--- src/rtl/redas_pkg.sv ---
// Shared ReDAS package: enums and helpers used by the systolic-array edge logic.
// The skew feeder state enum lives here next to the other ReDAS types.
package redas_pkg;

    typedef enum logic [1:0] {
        IDLE   = 2'd0,
        STREAM = 2'd1,
        DRAIN  = 2'd2
    } redas_skew_state_e;

    // Drain counter width: enough to hold LANES-1, never narrower than one bit.
    function automatic int skew_cnt_width(input int lanes);
        return (lanes > 1) ? $clog2(lanes) : 1;
    endfunction

endpackage

--- src/rtl/redas_skew_delay_line.sv ---
// One lane of the skew pipeline: DEPTH data/valid registers advancing together.
// REDAS_SKEW_ZERO_FILL_EN: a bubble writes data 0 into stage 0; otherwise the
// stage-0 data is left as-is and only its valid bit is cleared.
module redas_skew_delay_line #(
    parameter int DATA_WIDTH = 8,
    parameter int DEPTH      = 1
) (
    input  logic                  clk,
    input  logic                  rst_n,
    input  logic                  shift_en,
    input  logic                  bubble,
    input  logic [DATA_WIDTH-1:0] data_in,
    input  logic                  valid_in,
    output logic [DATA_WIDTH-1:0] data_out,
    output logic                  valid_out
);
    import redas_pkg::*;

    logic [DATA_WIDTH-1:0] stage_data [DEPTH];
    logic [DEPTH-1:0]      stage_valid;

    // Load stage 0 (row or bubble) and shift the rest down the line when enabled.
    always_ff @(posedge clk or negedge rst_n) begin
        if (!rst_n) begin
            for (int k = 0; k < DEPTH; k++) begin
                stage_data[k] <= '0;
            end
            stage_valid <= '0;
        end else if (shift_en) begin
            if (bubble) begin
`ifdef REDAS_SKEW_ZERO_FILL_EN
                stage_data[0] <= '0;
`endif
                stage_valid[0] <= 1'b0;
            end else begin
                stage_data[0]  <= data_in;
                stage_valid[0] <= valid_in;
            end
            for (int k = 1; k < DEPTH; k++) begin
                stage_data[k]  <= stage_data[k-1];
                stage_valid[k] <= stage_valid[k-1];
            end
        end
    end

    assign data_out  = stage_data[DEPTH-1];
    assign valid_out = stage_valid[DEPTH-1];

endmodule

--- src/rtl/redas_skew_feeder.sv ---
// Diagonal-skew edge feeder for the ReDAS roundabout systolic array.
// Lane i delays each accepted row by i cycles; after the last row the skew
// pipeline drains with bubbles and done pulses as lane LANES-1 emits it.
// Optional build macro: REDAS_SKEW_ZERO_FILL_EN (bubbles carry data 0).
//
// state  | meaning
// IDLE   | no stream in progress, ready for a first row
// STREAM | rows of a stream accepted, waiting for the last row
// DRAIN  | last row accepted, flushing the skew, in_ready low
module redas_skew_feeder #(
    parameter int DATA_WIDTH = 8,
    parameter int LANES      = 4
) (
    input  logic                        clk,
    input  logic                        rst_n,
    input  logic                        in_valid,
    output logic                        in_ready,
    input  logic [LANES*DATA_WIDTH-1:0] in_data,
    input  logic                        in_last,
    input  logic                        array_hold,
    output logic [LANES*DATA_WIDTH-1:0] edge_data,
    output logic [LANES-1:0]            edge_valid,
    output logic                        busy,
    output logic                        done
);
    import redas_pkg::*;

    localparam int CNT_W = skew_cnt_width(LANES);

    redas_skew_state_e state;
    logic [CNT_W-1:0]  drain_cnt;
    logic              accept;
    logic              shift_en;

    assign in_ready = !array_hold && (state != DRAIN);
    assign accept   = in_valid && in_ready;
    assign shift_en = !array_hold;
    assign busy     = (state != IDLE);

    // Stream sequencing, drain down-counter and the one-cycle done pulse.
    always_ff @(posedge clk or negedge rst_n) begin
        if (!rst_n) begin
            state     <= IDLE;
            drain_cnt <= '0;
            done      <= 1'b0;
        end else begin
            done <= 1'b0;
            case (state)
                IDLE, STREAM: begin
                    if (accept) begin
                        if (!in_last) begin
                            state <= STREAM;
                        end else if (LANES > 1) begin
                            state     <= DRAIN;
                            drain_cnt <= CNT_W'(LANES - 1);
                        end else begin
                            state <= IDLE;
                            done  <= 1'b1;
                        end
                    end
                end
                DRAIN: begin
                    if (!array_hold) begin
                        if (drain_cnt == CNT_W'(1)) begin
                            state     <= IDLE;
                            drain_cnt <= '0;
                            done      <= 1'b1;
                        end else begin
                            drain_cnt <= drain_cnt - CNT_W'(1);
                        end
                    end
                end
                default: begin
                    state     <= IDLE;
                    drain_cnt <= '0;
                end
            endcase
        end
    end

    // One delay line per lane; lane i is i+1 registers deep.
    for (genvar i = 0; i < LANES; i++) begin : g_lane
        redas_skew_delay_line #(
            .DATA_WIDTH (DATA_WIDTH),
            .DEPTH      (i + 1)
        ) u_line (
            .clk       (clk),
            .rst_n     (rst_n),
            .shift_en  (shift_en),
            .bubble    (!accept),
            .data_in   (in_data[i*DATA_WIDTH +: DATA_WIDTH]),
            .valid_in  (1'b1),
            .data_out  (edge_data[i*DATA_WIDTH +: DATA_WIDTH]),
            .valid_out (edge_valid[i])
        );
    end

endmodule

--- config.mk ---
export PLATFORM = sky130hd
export DESIGN_NAME = redas_skew_feeder
export DESIGN_NICKNAME = d
export VERILOG_FILES = /design/src/rtl/redas_pkg.sv /design/src/rtl/redas_skew_delay_line.sv /design/src/rtl/redas_skew_feeder.sv
export SDC_FILE = /design/constraint.sdc
export NUM_CORES = 1
export LEC_CHECK = 0
export CORE_ASPECT_RATIO = 1.1
export CORE_MARGIN = 4
export CORE_UTILIZATION = 57
export CTS_BUF_LIST = sky130_fd_sc_hd__clkbuf_2
export DETAILED_ROUTE_END_ITERATION = 16
export HOLD_SLACK_MARGIN = 0.1
export PLACE_DENSITY = 0.87
export SYNTH_ARGS = -nofsm -noshare
export SYNTH_HDL_FRONTEND = slang
export SYNTH_SLANG_ARGS = --single-unit
--- constraint.sdc ---
create_clock -name clk -period 3.3 [get_ports clk]
set_clock_uncertainty 0.05 [all_clocks]
set_input_delay 0.66 -clock clk [delete_from_list [all_inputs] [get_ports clk]]
set_output_delay 0.66 -clock clk [all_outputs]
set_load 0.005 [all_outputs]
# Word-level counts from Yosys, hierarchy flattened
# Index checks and enable logic that the tools add are counted.
# word_totals
regBits	95
in_bits	37
word_cells	50
# op_classes
addsub	1
eq_ne	8
n_mux	14
bitwise	1
reduce_logical	9
# op_table
cell	n
two-way mux 2 bit	8
inequality test 2 bit, second input constant	5
case mux 2 bit (2 select lines)	2
AND reduction 3 bit	2
== test 2 x 1 -> 1 bit, second input constant	2
two-way mux 1 bit	4
== test 2 bit, second input constant	1
logical AND 1 bit	2
zero test 2 bit	1
AND reduction 2 bit	1
nonzero test 2 bit	1
OR reduction 2 bit	1
subtractor 2 x 1 -> 2 bit, second input constant	1
zero test 1 bit	1
NOT 1 bit	1

# Longest topological paths before layout
# Gate-level depths: netlist of the first run.
# logic_depth
ltp_word	5
ltp_mapped	6
mapped_depth_nobuf	5

# Modules after synthesis
# A second synthesis of the first run with hierarchy kept.
# hier_totals
hier_cells	251
area_unflattened_um2	4105.2
# by_module_without_submodules
module	instances	cells_per_inst	area_per_inst_um2	seq_area_each_um2
redas_skew_delay_line at g_lane[3].u_line	1	86	1515.2	900.9
redas_skew_delay_line at g_lane[2].u_line	1	67	1161.1	675.6
redas_skew_delay_line at g_lane[1].u_line	1	48	774.5	450.4
redas_skew_delay_line at g_lane[0].u_line	1	21	384.1	225.2
redas_skew_feeder	1	29	270.3	125.1

# Least setup slack after synthesis of the first run
# No wires, ideal clock.
# synth_path
path_kind	input port to output port
from	in array_hold
to	out in_ready
t_arrival_ps	1251
t_required_ps	2590
setup_slack_ps	1339
cell_stages	4
path_buffers	3
path_cell_list	buf_2 buf_2 buf_2 nor2_1
# synth_between
elab_chain_cells	2
# synth_lines
element	line_no	source
start, declared	redas_skew_feeder.sv:20	input logic array_hold,
zero test 1 bit	n/a	
logical AND 1 bit	redas_skew_feeder.sv:35	assign in_ready = !array_hold && (state != DRAIN);
end, declared	redas_skew_feeder.sv:17	output logic in_ready,
# Every way passes these cells.

# Worst setup path after layout of the first run
# layout_path
from	reg state[1]
to	out in_ready
# layout_between
elab_chain_cells	2
# layout_lines
element	line_no	source
start, declared	redas_skew_feeder.sv:30	redas_skew_state_e state;
start signal, assigned	redas_skew_feeder.sv:43	state <= IDLE;
start signal, assigned	redas_skew_feeder.sv:52	state <= STREAM;
start signal, assigned	redas_skew_feeder.sv:54	state <= DRAIN;
inequality test 2 bit	redas_skew_feeder.sv:35	
logical AND 1 bit	redas_skew_feeder.sv:35	
# Every way passes these cells.

==> metrics, run 1 <==
flip-flop and latch area=2227 um^2; status=finished, final reports clean; Final Cycle Share=0.7674; Total Routing Usage GR=0.1561; measured slew at the worst slew-check pin=1.063 ns; final hold violations=0; Pint=2.170 mW; Area growth, synth to finish=17.59%; ys async rst share=1.000; P per Cell Area=674.6 nW/um^2; post-CTS repair timing setup buffer count=0; vias per cell=5.146; Setup CP Type=reg -> out; synth top area cells=dfrtp_1 60%, mux2_2 16%, mux2_4 12%; drt pass-1 iters=4; clock slew at reported path FFs=0.22 ns; routability cong.=0.7021; leakage=1.910 nW; r2r endpoint=g_lane[0].u_line.data_out[0]; setup tns final=0 ns; VDD IR max=0.4126 mV; main flop type after synthesis=dfrtp_1; switch share=0.2673; via count=1904; final instance area=4390 um^2; CP max-delay cell=clkdlybuf4s50_1; HP Class=in -> async; post-cts resize count=0; slew margin rel.=0.2913; switching pwr=roughly 790 uW; fin nets=323; start point of the critical path=state[1]; synthesized net count=roughly 270; gr ovfl total=0; die area=7911 um^2; CTS HTree Levels=3; synthesized flop and latch total=89; diodes inserted=0; initial core utilization=0.5956; hpwl dp=3999 um; CTS root buffer=clkbuf_2; Crit path largest cell delay=~0.52 ns; largest net degree at the start of global routing=90; # setup viols final=0; filler instances=433; Final ANT Viol Nets=0; wire length per cell=15.63 um; clk buf depth=2; clock period minus worst slack=2.532 ns; commonest non-fill, non-tap cells in the layout=89 x dfrtp_1, 73 x clkdlybuf4s50_1, 54 x mux2_2; sequential power share=0.547; Post-DP Area=approximately 4300 um^2; multi-input logic area=1187 um^2; share of layout cells above drive strength 1=0.3621; clock sinks=just under 90; First DRT Iteration DRCs=49; number of synthesized flops with an enable pin=0; vias in the first global route=slightly below 2k; RSZ-0062 raised after global routing=no; Max-Cap Viols=0; CTS tree=done; initial antenna violation count=0; # hold bufs at CTS=0; Gate Count Post-Synth=~240; CP Data Required Time=2.59 ns; register area share after synthesis=0.5965; Clock power frac=0.151; CP Capture Type=output port; synth unique cells=21; core area=approximately 6300 um^2; area leader, netlist=dfrtp_1; crit-path cells=and2b_4, nor2_1, clkdlybuf4s50_1; yosys warns=0; synthesized area=3734 um^2; row count=30; final wirelength=5782 um; Logic pwr share=0.302; first-pass GRT wire length=9611 um; number of CTS-inserted buffers=9; reg2reg start=state[1]; max-slew violations=0; CP startpoint kind=register; reg2reg path depth=4; synthesized area per cell=15.89 um^2; port bufs=75; DRC=0; worst-path fanout max=8; most common cell after layout, fill and taps aside=dfrtp_1; worst reg-to-reg setup slack=~1.5 ns; fmax=0.3949 GHz; Clk Latency, worst-skew pair=between 0.5 and 0.6 ns; I/O pin count=76; die width=about 85 um; Synth top area share=0.5965; die height=approximately 93 um; Arrival @ worst endpoint=1.82 ns; final core occ=0.7004
worst max-delay path, delay by kind of cell, from the launching register on:
family | cells | cell delay (ns)
DFF | 1 | 0.50
buffers and inverters | 1 | 0.52
and+or+nand+nor | 2 | 0.32
power groups by stage:
| stage | sequential, mW | clock [mW] | combinational [mW] |
|---|---|---|---|
| after floorplan | 1.58 | 0 | 0.655 |
| after detailed placement | 1.65 | 0 | 0.908 |
| after CTS | 1.62 | 0.466 | 0.911 |
| final | 1.62 | 0.447 | 0.895 |
| after global placement | 1.63 | 0 | 0.876 |
| after global routing | 1.67 | 0.522 | 0.966 |
sequential cells by signal, summed over array words and instances (netlist names):
register / count
g_lane.u_line.stage_valid: 4
g_lane.u_line.stage_data: 48
drain_cnt: 2
state: 2
done: 1
g_lane.u_line.data_out: 32
cells in the mapped netlist (2+ instances only):
| library cell | count |
|---|---|
| dfrtp_1 | 89 |
| inv_1 | 2 |
| o21ai_0 | 4 |
| nor2_1 | 6 |
| buf_12 | 3 |
| buf_4 | 28 |
| nor2b_1 | 2 |
| mux2_2 | 54 |
| buf_2 | 7 |
| mux2_4 | 29 |
stage by stage:
stage / cells / power [mW] / worst slack [ns] / hold WS, ns
after floorplan: 235 / 2.240 / 1.339 / 0.3144
after global placement: 354 / 2.505 / 0.7843 / 0.4321
after detailed placement: 354 / 2.554 / 0.7413 / 0.4387
after CTS: 370 / 3.001 / 0.7187 / 0.2621
after global routing: 370 / 3.153 / 0.6106 / 0.2854
final: 370 / 2.962 / 0.7676 / 0.2678
routing by layer:
metal  part of all wire  vias up  track usage  wire [um]
li1                   -      884            -          -
met2               0.50       44       0.2435       2909
met4              0.019        0      0.07916        107
met5                  0        -            0          0
met3              0.036        9      0.03025        210
met1               0.44      967       0.2078       2554
worst max-delay path by stage:
stage / end / slack, ns
after floorplan: in_ready / 1.34
after global placement: g_lane[3].u_line.stage_data[30] / 0.78
after detailed placement: g_lane[0].u_line.data_out[0] / 0.74
after CTS: in_ready / 0.72
after global routing: in_ready / 0.61
final: in_ready / 0.77
cells by family (layout without fill, tap and decap cells):
kind of cell,count (synthesis),after routing,synth area share
adders and majority gates,1,1,0.003351
muxes,83,83,0.2795
buffers and inverters,41,96,0.08680
and+or+nand+nor,13,13,0.02011
AOI/OAI and AO/OA,8,8,0.01374
DFF,89,89,0.5965
area by class of cell:
cell class,instances,share of cell area
sequential,89,0.5073
multi-input combinational,105,0.2704
timing repair buffer,78,0.1773
tap,80,0.02280
clock buffer,9,0.01026
clock inverter,7,0.01026
inverter,2,0.001710
No activity file was read; power rests on OpenSTA's default activity.
==> run 2: changes to the inputs <==
--- a/config.mk
+++ b/config.mk
@@ -7,11 +7,11 @@
 export LEC_CHECK = 0
 export CORE_ASPECT_RATIO = 1.1
 export CORE_MARGIN = 4
-export CORE_UTILIZATION = 57
+export CORE_UTILIZATION = 53
 export CTS_BUF_LIST = sky130_fd_sc_hd__clkbuf_2
 export DETAILED_ROUTE_END_ITERATION = 16
 export HOLD_SLACK_MARGIN = 0.1
-export PLACE_DENSITY = 0.87
+export PLACE_DENSITY = 0.82
 export SYNTH_ARGS = -nofsm -noshare
 export SYNTH_HDL_FRONTEND = slang
 export SYNTH_SLANG_ARGS = --single-unit
==> constraint.sdc (replaced) <==
create_clock -name clk -period 2.39 [get_ports clk]
set_clock_uncertainty 0.05 [all_clocks]
set_input_delay 0.478 -clock clk [delete_from_list [all_inputs] [get_ports clk]]
set_output_delay 0.478 -clock clk [all_outputs]
set_load 0.005 [all_outputs]
==> run 2 against run 1 <==
Compared with the run above: worst hold slack worse by 0.059 ns; largest power group unchanged; clock power rose by 100%; register-to-register slack got worse by 0.68 ns; core utilization down 3.0 points; combinational power up 39%; critical path type unchanged; critical endpoint is now busy.
==> metrics, run 2 (synthesized netlist as in run 1, its figures left out) <==
First DRT Iteration DRCs=55; Reg with most FFs=g_lane.u_line.stage_data; vias in the first global route=~2.0k; buffers and inverters on the worst path=1; core area=approximately 6700 um^2; largest net degree at the start of global routing=48; Clk Latency, worst-skew pair=~0.48 ns; switching pwr=around 1.1 mW; number of CTS-inserted buffers=9; worst reg-to-reg setup slack=0.81 ns; port bufs=75; CP Data Required Time=1.86 ns; status=finished, final reports clean; clk buf depth=2; Power Total=4.373 mW; RSZ-0062 raised after global routing=no; first-pass GRT wire length=9280 um; die width=roughly 88 um; CTS tree=done; I/O pin count=76; GRT met1 Usage=0.1952; CP startpoint kind=register; measured slew at the worst slew-check pin=0.5349 ns; Max-Cap Viols=0; diodes inserted=0; Hold Path Depth=2; most common cell after layout, fill and taps aside=dfrtp_1; post-place setup slack=0.2833 ns; Logic pwr share=0.283; # setup viols final=0; die area=8453 um^2; hpwl dp=roughly 4000 um; Final Cycle Share=0.9310; CTS HTree Levels=3; row count=31; Post-DP Area=4330 um^2; P per Cell Area=972.4 nW/um^2; setup tns final=0 ns; share of layout cells above drive strength 1=0.3733; VDD IR max=0.4853 mV; CP delay by family, top=flip-flops; drt pass-1 iters=4; GR Util met3=0.02911; clock period minus worst slack=2.225 ns; sequential power share=0.509; Arrival @ worst endpoint=1.70 ns; initial core utilization=0.5564; fmax=0.4494 GHz; vias per cell=5.027; filler instances=495; worst-path fanout max=8; die height=96.03 um; Total Routing Usage GR=0.1459; commonest non-fill, non-tap cells in the layout=88 x dfrtp_1, 72 x clkdlybuf4s50_1, 54 x mux2_2; Final ANT Viol Nets=0; HP Class=in -> reg; worst hold path startpoint=array_hold; Crit path largest cell delay=around 0.5 ns; leakage=~2 nW; final wirelength=5732 um; CTS root buffer=clkbuf_2; initial antenna violation count=0; final hold violations=0; reg2reg path depth=4; fin nets=approximately 330; crit-path cells=or2_2, clkdlybuf4s50_1; switch share=0.2429; wire length per cell=between 15 and 20 um; routability cong.=a little under 0.7; post-route setup slack=0.1650 ns; Clock power frac=0.208; Area growth, synth to finish=20.44%; final core occ=0.6701; reg2reg start=state[0]; max reg flops=48; slew margin rel.=0.6434; Pint=3.310 mW; Hold Path End=done; DRC=0; r2r endpoint=g_lane[3].u_line.stage_data[30]; final instance area=4497 um^2; via count=~1.9k; clock sinks=89; CP max-delay cell=dfrtp_2; Setup CP Type=reg -> out; gr busiest metal=met2; max-slew violations=0; gr ovfl total=0; met2 usage=0.2261; post-CTS repair timing setup buffer count=0; CP Capture Type=output port; clock slew at reported path FFs=0.19 ns
## run 2: layer usage
| metal | vias up | routed length [um] |
|---|---|---|
| met4 | 0 | 88 |
| met2 | 40 | 2795 |
| met1 | 947 | 2594 |
| met3 | 8 | 254 |
| met5 | - | 0 |
| li1 | 885 | - |
## run 2: worst max-delay path by stage
stage               cells past startpoint                              end       start  slack (ns)
floorplan                               6     g_lane[0].u_line.data_out[2]  array_hold        0.79
global placement                        5  g_lane[3].u_line.stage_data[30]    in_valid        0.31
detailed placement                      5  g_lane[3].u_line.stage_data[30]    in_valid        0.28
CTS                                     3                         in_ready    state[1]        0.04
global route                            2                             busy    state[1]        0.03
finish                                  2                             busy    state[1]        0.16
## run 2: power groups by stage
stage	clock network, mW	registers [mW]	logic [mW]
CTS	0.931	2.23	1.26
global route	0.999	2.30	1.34
global placement	0	2.25	1.22
detailed placement	0	2.27	1.26
floorplan	0	2.19	0.904
finish	0.909	2.23	1.24
## run 2: repair_timing
action | CTS | global route
resized for setup | 0 | 2
hold endpoints to repair | 42 | 0
endpoints found under the setup margin | 0 | 1
hold buffers | 1 | 0
## run 2: final cells by class
cell class / count / area [um^2] / share of cell area
Multi-Input combinational cell: 105 / 1187 / 0.2641
Clock inverter: 6 / 107.6 / 0.02393
Sequential cell: 89 / 2228 / 0.4955
Inverter: 2 / 7.507 / 0.001669
Clock buffer: 9 / 45.04 / 0.01002
Tap cell: 82 / 102.6 / 0.02282
Timing Repair Buffer: 81 / 818.3 / 0.1820
## run 2: worst reg2reg max path, cell delays in order, from the launching register on
cell	delay, ns
dfrtp_1	0.45
and2b_4	0.23
nor2b_4	0.14
buf_4	0.27
mux2_2	0.37
## run 2: stage by stage
stage | std cells | hold slack, ns
floorplan | 235 | 0.1324
global placement | 358 | 0.4301
detailed placement | 358 | 0.4411
CTS | 374 | 0.1404
global route | 374 | 0.1496
finish | 374 | 0.2090
==> run 3: changes to the inputs <==
--- a/config.mk
+++ b/config.mk
@@ -9,6 +9,7 @@
 export CORE_MARGIN = 4
 export CORE_UTILIZATION = 53
 export CTS_BUF_LIST = sky130_fd_sc_hd__clkbuf_2
+export CTS_CLUSTER_DIAMETER = 40
 export DETAILED_ROUTE_END_ITERATION = 16
 export HOLD_SLACK_MARGIN = 0.1
 export PLACE_DENSITY = 0.82
==> results of run 3 <==
Final layout, timing and power as in run 2 (identical DEF).
==> RTL edit (flow settings as in run 2) <==
`LANES`: 4 -> 3.
--- a/src/rtl/redas_skew_feeder.sv
+++ b/src/rtl/redas_skew_feeder.sv
@@ -10,5 +10,5 @@
 module redas_skew_feeder #(
     parameter int DATA_WIDTH = 8,
-    parameter int LANES      = 4
+    parameter int LANES      = 3
 ) (
     input  logic                        clk,
Ports: changed (resized edge_data, edge_valid and in_data); port bits go from 76 to 59. No check against the original RTL was run, so the function may have changed too.
==> RTL edit against run 2 <==
Via count shrank 32%; power shrank 35%; combinational power shrank 25%; synthesized area shrank 36%; setup slack lost 21 ps; worst hold slack gained 230 ps; sequential power shrank 35%; wire length shrank 25%; sequential cell count shrank 33; die area shrank 33%; cell count shrank 32%; utilization grew 0.93 points; highest routed layer unchanged; design area shrank 34%; critical path depth grew 1.
==> RTL edit: results (changes against run 2) <==
Vias in the first global route: 1,411 (-28%)
Internal: 2.081 mW (-37%)
Delay-heaviest family, CP: flip-flops
Synth cell types: 22 (+4.8%)
Fillers: 302 (-39%)
Final core utilization: 67.94% (+0.93 points)
Post-CTS setup buffer count: 0 (unchanged)
Total wire length: 4323 um (-25%)
IO Port Bufs: 58 (-23%)
Slowest stage delay, CP: 510 ps (+20 ps)
Cells after DPL: 245 (-32%)
Mux contribution to synthesized area: 26.86% (-1.1 points)
CTS Root Cell: clkbuf_2
Gate Count Post-Synth: 155 (-34%)
Total GRT Usage: 16.56% (+2.0 points)
Layout cells sized above 1: 33.50% (-3.8 points)
Switching share of power: 26.31% (+2.0 points)
Clock Pin Slew Worst Setup and Hold Paths: 280 ps (+90 ps)
Lkg Pwr: 1.279 nW (-35%)
Total CTS buffers: 5 (-4)
Critical path arrival: 1720 ps (+20 ps)
Post-synthesis adder-cell area fraction: 0.5216% (+0.19 points)
Later-pin clock latency in the skew report: 450 ps (-30 ps)
Dpl hpwl: 3291 um (-17%)
Part of the Yosys area used for sequential elements: 58.42% (-1.2 points)
Via count: 1,285 (-32%)
Final nets: 229 (-30%)
Clock power frac: 16.1% (-4.7 points)
H-Tree Depth: 2 (-1)
Run status: finished, final reports clean
Top Consumer: registers
Slowest-stage cell, CP: dfrtp_2
Worst-case clock buffer depth: 2 (unchanged)
Max VDD drop: 0.5064 mV (+4.3%)
Largest net degree at the start of global routing: 35 (-27%)
First drt pass iteration count: 4 (unchanged)
Commonest cells in the netlist: dfrtp_1, mux2_2, buf_4, mux2_4, o21ai_0
Headroom to the max-slew limit: 62.35% (-2.0 points)
Pre-CTS WS: 261.3 ps (-21.97 ps)
Placed Area: 2875 um^2 (-34%)
Seq pwr: 1.44 mW (-35%)
First-pass GRT wire length: 7044 um (-24%)
Synth top area cells: dfrtp_1, mux2_2, mux2_4
Gp weighted congestion: 0.7247 (+4.8%)
Initial antenna violation count: 0 (unchanged)
Initial DRC Count: 48 (-13%)
WL/cell: 17.02 um (+11%)
Compound-Gate Fraction of Synth Area: 1.878% (+0.50 points)
Worst hold path type: input pin to async pin
Syn Nets: 185 (-32%)
-- RTL edit: per-layer routing --
| layer | track usage, % | share of wire [%] | vias up |
|---|---|---|---|
| met4 | 5.639 | 1.3 | 0 |
| met2 | 28.78 | 54 | 32 |
| met5 | 0 | 0 | - |
| met3 | 4.738 | 4.4 | 7 |
| li1 | - | - | 596 |
| met1 | 19.34 | 40 | 650 |
-- RTL edit: final timing paths --
kind	startpoint	end	slack, ps	cells after the start
max	state[1]	in_ready	140	3
min	rst_n	g_lane[2].u_line.data_out[5]	440	2
max reg2reg	state[1]	g_lane[0].u_line.data_out[4]	800	4
min reg2reg	drain_cnt[1]	drain_cnt[1]	480	1
max in group asynchronous	rst_n	state[1]	1250	3
min in group clk	drain_cnt[1]	drain_cnt[1]	480	1
-- RTL edit: cell type report --
class	count	share of cell area [%]
Sequential cell	56	47.48
Timing Repair Buffer	63	21.26
Inverter	2	0.2541
Tap cell	54	2.287
Clock inverter	3	1.440
Multi-Input combinational cell	71	26.43
Clock buffer	5	0.8471
